<file path="config.mk">
export PLATFORM = sky130hd
export DESIGN_NAME = fu_mc_flat
export DESIGN_NICKNAME = d
export VERILOG_FILES = /design/src/rtl/fu_mc_if.sv /design/src/rtl/fu_mc.sv /design/src/flat_wrapper.sv
export SDC_FILE = /design/constraint.sdc
export NUM_CORES = 1
export LEC_CHECK = 0
export BUFFER_PORTS_ARGS = -buffer_cell sky130_fd_sc_hd__buf_2
export CORE_MARGIN = 5
export CORE_UTILIZATION = 55
export DETAILED_ROUTE_END_ITERATION = 8
export GPL_ROUTABILITY_DRIVEN = 0
export HOLD_SLACK_MARGIN = 0.05
export PLACE_DENSITY = 0.76
export SYNTH_ARGS = -nofsm -noshare
export SYNTH_HDL_FRONTEND = slang
export SYNTH_SLANG_ARGS = --single-unit
export TNS_END_PERCENT = 1
</file>
<file path="constraint.sdc">
create_clock -name clk -period 4.6 [get_ports clk]
set_input_delay 0.23 -clock clk [delete_from_list [all_inputs] [get_ports clk]]
set_output_delay 0.23 -clock clk [all_outputs]
set_load 0.005 [all_outputs]
</file>
<file path="src/rtl/fu_mc_if.sv">
// Request/response bundle for the fu_mc multi-cycle function unit.
// master = control unit / register-file side, slave = the function unit.
interface fu_mc_if #(
  parameter int DW = 16
);
  logic          start_in;
  logic [3:0]    fs_in;
  logic [DW-1:0] a_in;
  logic [DW-1:0] b_in;
  logic          ready_out;
  logic          done_out;
  logic [DW-1:0] f_out;
  logic          z_out;
  logic          n_out;
  logic          v_out;

  modport master (
    output start_in, fs_in, a_in, b_in,
    input  ready_out, done_out, f_out, z_out, n_out, v_out
  );

  modport slave (
    input  start_in, fs_in, a_in, b_in,
    output ready_out, done_out, f_out, z_out, n_out, v_out
  );
endinterface

</file>
<file path="src/rtl/fu_mc.sv">
// Multi-cycle function unit: single-cycle ALU ops plus an iterative shift-add MUL.
// Define FU_MC_MUL_SAT_EN to saturate MUL results on overflow instead of truncating.
module fu_mc #(
  parameter int DW = 16
) (
  input  logic   clk,
  input  logic   rst,
  fu_mc_if.slave bus
);

  localparam int CW = $clog2(DW + 1);

  localparam logic [0:0] S_IDLE = 1'b0;
  localparam logic [0:0] S_BUSY = 1'b1;

  localparam logic [3:0] FS_MOVA = 4'd0;
  localparam logic [3:0] FS_INC  = 4'd1;
  localparam logic [3:0] FS_DEC  = 4'd2;
  localparam logic [3:0] FS_ADD  = 4'd3;
  localparam logic [3:0] FS_SUB  = 4'd4;
  localparam logic [3:0] FS_CLR  = 4'd5;
  localparam logic [3:0] FS_AND  = 4'd6;
  localparam logic [3:0] FS_OR   = 4'd7;
  localparam logic [3:0] FS_XOR  = 4'd8;
  localparam logic [3:0] FS_NOT  = 4'd9;
  localparam logic [3:0] FS_MOVB = 4'd10;
  localparam logic [3:0] FS_SHR  = 4'd11;
  localparam logic [3:0] FS_SHL  = 4'd12;
  localparam logic [3:0] FS_MUL  = 4'd13;

  logic [0:0]      r_state;
  logic [2*DW-1:0] r_mcand;
  logic [DW-1:0]   r_mplier;
  logic [2*DW-1:0] r_acc;
  logic [CW-1:0]   r_cnt;
  logic [DW-1:0]   r_f;
  logic            r_z;
  logic            r_n;
  logic            r_v;
  logic            r_done;

  logic [DW:0]     w_alu;
  logic [2*DW-1:0] w_acc_next;
  logic            w_mul_ovf;
  logic [DW-1:0]   w_mul_f;
  logic            w_accept;
  logic            w_mul_start;
  logic            w_mul_last;
  logic            w_complete;
  logic [DW-1:0]   w_fin_f;
  logic            w_fin_v;

  // Single-cycle ops: w_alu[DW] carries the v flag, w_alu[DW-1:0] the result.
  always_comb begin
    w_alu = '0;
    case (bus.fs_in)
      FS_MOVA: w_alu = {1'b0, bus.a_in};
      FS_INC:  w_alu = {1'b0, bus.a_in} + (DW+1)'(1);
      FS_DEC:  w_alu = {1'b0, bus.a_in} - (DW+1)'(1);
      FS_ADD:  w_alu = {1'b0, bus.a_in} + {1'b0, bus.b_in};
      FS_SUB:  w_alu = {1'b0, bus.a_in} - {1'b0, bus.b_in};
      FS_CLR:  w_alu = '0;
      FS_AND:  w_alu = {1'b0, bus.a_in & bus.b_in};
      FS_OR:   w_alu = {1'b0, bus.a_in | bus.b_in};
      FS_XOR:  w_alu = {1'b0, bus.a_in ^ bus.b_in};
      FS_NOT:  w_alu = {1'b0, ~bus.a_in};
      FS_MOVB: w_alu = {1'b0, bus.b_in};
      FS_SHR:  w_alu = {bus.b_in[0], 1'b0, bus.b_in[DW-1:1]};
      FS_SHL:  w_alu = {bus.b_in[DW-1], bus.b_in[DW-2:0], 1'b0};
      default: w_alu = '0;
    endcase
  end

  // The final partial product is folded in combinationally so the result
  // registers on the same edge the counter reaches zero.
  always_comb begin
    w_acc_next = r_acc + (r_mplier[0] ? r_mcand : '0);
    w_mul_ovf  = |w_acc_next[2*DW-1:DW];
`ifdef FU_MC_MUL_SAT_EN
    w_mul_f    = w_mul_ovf ? '1 : w_acc_next[DW-1:0];
`else
    w_mul_f    = w_acc_next[DW-1:0];
`endif
  end

  always_comb begin
    w_accept    = bus.start_in && (r_state == S_IDLE);
    w_mul_start = w_accept && (bus.fs_in == FS_MUL);
    w_mul_last  = (r_state == S_BUSY) && (r_cnt == CW'(1));
    w_complete  = (w_accept && !w_mul_start) || w_mul_last;
    w_fin_f     = w_mul_last ? w_mul_f   : w_alu[DW-1:0];
    w_fin_v     = w_mul_last ? w_mul_ovf : w_alu[DW];
  end

  always_ff @(posedge clk or posedge rst) begin
    if (rst) begin
      r_state  <= S_IDLE;
      r_mcand  <= '0;
      r_mplier <= '0;
      r_acc    <= '0;
      r_cnt    <= '0;
      r_f      <= '0;
      r_z      <= 1'b0;
      r_n      <= 1'b0;
      r_v      <= 1'b0;
      r_done   <= 1'b0;
    end else begin
      r_done <= w_complete;
      if (w_complete) begin
        r_f <= w_fin_f;
        r_z <= (w_fin_f == '0);
        r_n <= w_fin_f[DW-1];
        r_v <= w_fin_v;
      end
      case (r_state)
        S_IDLE: begin
          if (w_mul_start) begin
            r_mcand  <= {{DW{1'b0}}, bus.a_in};
            r_mplier <= bus.b_in;
            r_acc    <= '0;
            r_cnt    <= CW'(DW);
            r_state  <= S_BUSY;
          end
        end
        S_BUSY: begin
          r_acc    <= w_acc_next;
          r_mcand  <= r_mcand << 1;
          r_mplier <= r_mplier >> 1;
          r_cnt    <= r_cnt - CW'(1);
          if (w_mul_last) begin
            r_state <= S_IDLE;
          end
        end
        default: r_state <= S_IDLE;
      endcase
    end
  end

  assign bus.ready_out = (r_state == S_IDLE);
  assign bus.done_out  = r_done;
  assign bus.f_out     = r_f;
  assign bus.z_out     = r_z;
  assign bus.n_out     = r_n;
  assign bus.v_out     = r_v;

endmodule

</file>
<file path="src/flat_wrapper.sv">
// flat-port wrapper written by rule: the top's interface ports become plain ports
module fu_mc_flat 
#(
  parameter int DW = 16
)
  (clk, rst, bus_start_in, bus_fs_in, bus_a_in, bus_b_in, bus_ready_out, bus_done_out, bus_f_out, bus_z_out, bus_n_out, bus_v_out);
  fu_mc_if #(.DW(DW)) bus_i ();
  input  logic clk;
  input  logic rst;
  input wire logic [$bits(bus_i.start_in)-1:0] bus_start_in;
  input wire logic [$bits(bus_i.fs_in)-1:0] bus_fs_in;
  input wire logic [$bits(bus_i.a_in)-1:0] bus_a_in;
  input wire logic [$bits(bus_i.b_in)-1:0] bus_b_in;
  output wire logic [$bits(bus_i.ready_out)-1:0] bus_ready_out;
  output wire logic [$bits(bus_i.done_out)-1:0] bus_done_out;
  output wire logic [$bits(bus_i.f_out)-1:0] bus_f_out;
  output wire logic [$bits(bus_i.z_out)-1:0] bus_z_out;
  output wire logic [$bits(bus_i.n_out)-1:0] bus_n_out;
  output wire logic [$bits(bus_i.v_out)-1:0] bus_v_out;
  assign bus_i.start_in = bus_start_in;
  assign bus_i.fs_in = bus_fs_in;
  assign bus_i.a_in = bus_a_in;
  assign bus_i.b_in = bus_b_in;
  assign bus_ready_out = bus_i.ready_out;
  assign bus_done_out = bus_i.done_out;
  assign bus_f_out = bus_i.f_out;
  assign bus_z_out = bus_i.z_out;
  assign bus_n_out = bus_i.n_out;
  assign bus_v_out = bus_i.v_out;
  fu_mc #(.DW(DW)) u_core (.clk(clk), .rst(rst), .bus(bus_i));
endmodule
</file>
; ---- Word-level counts from Yosys, hierarchy flattened
; Index checks and enable logic that the tools add are counted.
[word_totals]
register_bits = 106
input_bits = 39
out_inout_bits = 21
word_cells = 59
[op_classes]
add_sub_neg = 6
n_eq_ne = 14
muxes = 15
bitwise_logic = 5
reduce_logical = 9
[ops]
columns = cell, count
row1 = 17-bit one-hot mux with 12 select lines, 1
row2 = 32-bit one-hot mux with 2 select lines, 2
row3 = 32-bit two-way mux, 3
row4 = 32-bit adder, 1
row5 = 16-bit two-way mux, 2
row6 = 16-bit one-hot mux with 2 select lines, 1
row7 = "4-bit equality test, second input constant", 6
row8 = "16-bit by 1-bit adder with 17-bit output, second input constant", 1
row9 = 16-bit by 16-bit adder with 17-bit output, 1
row10 = "16-bit by 1-bit subtractor with 17-bit output, second input constant", 1
row11 = 16-bit by 16-bit subtractor with 17-bit output, 1
row12 = 16-bit bitwise AND, 1
row13 = 16-bit logical NOT, 1
row14 = 16-bit NOT, 1
row15 = 16-bit OR, 1
row16 = 16-bit OR reduction, 1
row17 = 16-bit XOR, 1
row18 = "4-bit by 3-bit equality test with 1-bit output, second input constant", 3
row19 = 5-bit one-hot mux with 2 select lines, 1
row20 = "4-bit by 2-bit equality test with 1-bit output, second input constant", 2
row21 = "5-bit by 1-bit equality test with 1-bit output, second input constant", 1
row22 = 5-bit two-way mux, 1
row23 = "5-bit by 1-bit subtractor with 5-bit output, second input constant", 1
row24 = "4-bit by 1-bit equality test with 1-bit output, second input constant", 1
row25 = 8 further kinds, 13

; ---- Longest topological paths before layout
[logic_depth]
word_depth = 6
mapped_depth = 19
ltp_nobuf = 17

; ---- Worst setup path before layout
; Ideal clock, no wire load.
[synth_path]
path_type = input to register
from = input port bus_fs_in[1]
to = register u_core.r_z, in the netlist u_core.bus.z_out
setup_time_ps = 103
t_arrival_ps = 3996
required_ps = 4497
setup_slack_ps = 500
cell_stages = 18
n_path_buf = 3
cell_sequence = clkbuf_1 buf_2 buf_2 nand2_1 nor3_1 nand2_1 nand2_1 a211oi_1 ha_1 nor2b_1 o31a_1 o22ai_1 o21ai_0 xor2_1 a221oi_1 nand3_1 or4_1 o41ai_2
[synth_via]
elab_chain_len = 5
elab_cells_between_ends = 20
classes_between = 12 x eq/ne / 2 x mux / 6 x reduce/logical
[synth_rtl]
columns = element, line
row1 = start: declaration, flat_wrapper.sv:11  ; input wire logic [$bits(bus_i.fs_in)-1:0] bus_fs_in;
row2 = branches (longest 5 deep; another with 17-bit one-hot mux with 12 select lines), n/a
row3 = end signal: assignment, fu_mc.sv:111  ; r_z <= (w_fin_f == '0);
row4 = end: declaration, fu_mc.sv:37  ; logic r_z;
; Several ways; the timed one is not identified.
; A chain may end at the register's enable or synchronous reset.

; ---- Worst setup path in the final report
[layout_path]
from = register u_core.r_mplier[0]
to = register u_core.r_z, in the netlist u_core.bus.z_out
[layout_via]
elab_chain_len = 4
[layout_rtl]
columns = element, line
row1 = start: declaration, fu_mc.sv:33  ; logic [DW-1:0] r_mplier;
row2 = start signal: assignment, fu_mc.sv:119  ; r_mplier <= bus.b_in;
row3 = start signal: assignment, fu_mc.sv:128  ; r_mplier <= r_mplier >> 1;
row4 = 32-bit two-way mux, fu_mc.sv:77  ; w_acc_next = r_acc + (r_mplier[0] ? r_mcand : '0);
row5 = 32-bit adder, fu_mc.sv:77
row6 = 16-bit two-way mux, fu_mc.sv:91  ; w_fin_f = w_mul_last ? w_mul_f : w_alu[DW-1:0];
row7 = 16-bit logical NOT, fu_mc.sv:111
; Every way passes these cells.

==> flow_summary_export.csv <==
group,metric,value,unit
synth,yosys_warnings,0,
sta,hold_viol,0,
synth,avgSynthCellArea,7.94,um2
clock_network,cts.clk_slew.worst_paths,0.07,ns
routing,drc,0,
sta,slew_viol_final,0,
power_and_ir_drop,p_per_area,398,nW/um2
worst_setup_path,slowest_delay,0.58,ns
global_route,antenna_found_initial,1,
synth,synth_cell_types,79,
die,fp.dieH,141,um
global_route,grt_max_degree,86,
global_route,grt_pass1_vias,8425,
worst_setup_path,start_kind,"register",
die,start_util,0.564,
clock_network,htreeDepth,3,
global_route,track_usage,0.274,
sta,post-route-period-util,0.895,
final_layout,mostFrequentLayoutCells,"nand2_1 (189), o21ai_0 (120), dfrtp_1 (104)",
die,die_x,141,um
worst_setup_path,path_max_fanout,18,
worst_setup_path,path_delay_family,"compound AO/OA/AOI/OAI gates",
routing,viasPerCell,6.33,
routing,wire_per_inst,19.2,um
final_layout,final_common_cell,"nand2_1",
sta,rsz0062_at_grt,"no",
worst_setup_path,cp_data_required_time,4.86,ns
die,rows,47,
synth,syn-cell-area,9410,um2
final_layout,register_area,2630,um2
worst_hold_path,hold_class,"in -> async",
sta,period_needed,4.12,ns
clock_network,cts_tree,"done",
synth,synth_nets,1309,
synth,seq_area_frac_synth,0.279,
sta,setup_violations,0,
die,die_area,19800,um2
sta,worst_pin_slew,1.05,ns
final_layout,multi_input_area,6320,um2
clock_network,clock_sinks,105,
synth,synth-edff-count,0,
worst_setup_path,slowest_stage,"dfrtp_1",
final_layout,areaGrowthSynthToFinish,8.00,%
routing,drtIter0Drc,953,
routing,vias,9003,
job,maxCapViolCount,0,
synth,synth-async-reset-ratio,1.00,
worst_setup_path,cp-end-kind,"register",
clock_network,cts-root-buf,"clkbuf_16",
placed_design,port_buffers,59,
final_layout,n_fill_cell,1550,
routing,final_antenna_net_count,0,
final_layout,fin_nets,1318,
clock_network,hold_buffers,0,
power_and_ir_drop,p_leak,4.74,nW
synth,synth_top_area_frac,0.279,
sta,skew,0.00759,ns
global_route,grt_pass1_wl,44200,um
clock_network,cts_buffers,9,
worst_setup_path,critPathKind,"reg -> reg",
worst_setup_path,path_cells,"and2_1 -> ha_1 -> fa_1 -> a211oi_1 -> o211ai_1 -> a21boi_0 -> o221ai_1 -> a21oi_1 -> xor2_1 -> o21ai_0 -> or4_1 -> o41ai_2",
placed_design,dp_hpwl,20100,um
routing,dr.pass1.iters,7,
clock_network,cts_resized,0,
synth,synth_top_cell_by_area,"dfrtp_1",
sta,fin_tns_setup,0,ns
clock_network,cts_buffer_depth,2,
final_layout,drive_above_1_share,0.104,
synth,synth-main-ff-cell,"dfrtp_1",
die,coreArea,16700,um2
global_route,gr-total-overflow,0,
worst_setup_path,arrival,4.37,ns
clock_network,cts_setup_buffers,0,
run_status,status,"completed",
clock_network,insertion_delay,0.36,ns
sta,slew_headroom,0.296,
die,ioPinCount,60,
routing,wirelength,27200,um
power_and_ir_drop,ir_worst_vdd,0.274,mV
sta,hold-worst-slack,0.0825,ns
worst_setup_path,crit_buf_inv,0,
sta,fmax,0.243,GHz
synth,postSynthCellCount,1186,
synth,synth_area_leaders,"dfrtp_1 (28%), ha_1 (11%), nand2_1 (7.5%)",
synth,synth-seq-cells,105,
[per-stage QoR]
stage                     setup WS (ns)  instance area [um2]   util  total power, mW  cells
after floorplan                   0.500                 9410      -             2.67   1186
after global placement            0.478                 9830  0.589             3.12   1404
after detailed placement          0.301                 9830  0.589             3.18   1404
after CTS                         0.507                10200  0.608             4.05   1420
after global routing              0.264                10200  0.608             4.34   1421
final                             0.483                10200  0.609             4.05   1422
[cell type report]
| class | instances | area share |
|---|---|---|
| clock buffers | 9 | 0.0222 |
| clock inverters | 7 | 0.00997 |
| well taps | 220 | 0.0271 |
| multi-input cells | 956 | 0.622 |
| inverters | 46 | 0.0172 |
| flip-flops and latches | 105 | 0.259 |
| repair buffers | 77 | 0.0423 |
| diodes | 2 | 0.000492 |
[synthesized netlist by cell type (25+ instances only)]
cell / count
nor2_1: 59
a22oi_1: 25
mux2i_1: 31
clkbuf_1: 59
nand3_1: 29
dfrtp_1: 105
and2_1: 39
nand2_1: 189
o21ai_0: 120
nor3_1: 27
inv_1: 46
ha_1: 82
a21oi_1: 67
[path summary, 6_finish.rpt]
path | to | cells after the start | slack [ns] | from
hold reg to reg | u_core.r_mplier[14]$_DFFE_PP0P_ | 2 | 0.48 | u_core.r_mplier[15]$_DFFE_PP0P_
min in group clk | u_core.r_mcand[0]$_DFFE_PP0P_ | 3 | 0.19 | bus_a_in[0]
hold / removal | u_core.r_mplier[7]$_DFFE_PP0P_ | 2 | 0.08 | rst
setup reg to reg | u_core.bus.z_out$_DFFE_PP0P_ | 12 | 0.48 | u_core.r_mplier[0]$_DFFE_PP0P_
setup / recovery | u_core.bus.z_out$_DFFE_PP0P_ | 12 | 0.48 | u_core.r_mplier[0]$_DFFE_PP0P_
max in group asynchronous | u_core.bus.z_out$_DFFE_PP0P_ | 3 | 3.55 | rst
[cells by family (layout without fill, tap and decap cells)]
| kind of cell | count (synthesis) | after routing | synth area share |
|---|---|---|---|
| xor+xnor | 40 | 40 | 0.0372 |
| buf+inv | 125 | 139 | 0.0525 |
| flops | 105 | 105 | 0.279 |
| mux | 39 | 39 | 0.0425 |
| simple gates | 427 | 427 | 0.219 |
| other cells | 0 | 2 | 0 |
| fa+ha+maj | 84 | 84 | 0.113 |
| compound gates | 366 | 366 | 0.256 |
[worst register-to-register path, cell delays in order (launching register included)]
cell,delay (ns)
dfrtp_1,0.58
and2_1,0.27
ha_1,0.21
fa_1,0.43
a211oi_1,0.29
o211ai_1,0.19
a21boi_0,0.35
o221ai_1,0.17
a21oi_1,0.19
xor2_1,0.37
o21ai_0,0.19
or4_1,0.56
o41ai_2,0.22
[power breakdown]
| part | internal (mW) | switching [mW] | total [mW] |
|---|---|---|---|
| logic | 0.642 | 1.04 | 1.68 |
| registers | 1.24 | 0.262 | 1.50 |
| clock network | 0.485 | 0.384 | 0.869 |
[routing by layer]
metal  vias up  routed length [um]  track usage
met2       378               12100        0.419
met5         -                   0            0
met1      4222               11800        0.373
li1       4317                   -            -
met3        86                2090       0.0552
met4         0                1180        0.131
[state kept, by name, indices dropped and copies added (netlist names)]
name,flops
u_core.r_cnt,5
u_core.bus.v_out,1
u_core.r_mplier,16
u_core.bus.n_out,1
u_core.r_acc,32
u_core.bus.done_out,1
u_core.bus.f_out,15
u_core.r_mcand,32
u_core.r_state,1
u_core.bus.z_out,1
Power figures use the tool's default switching activity.
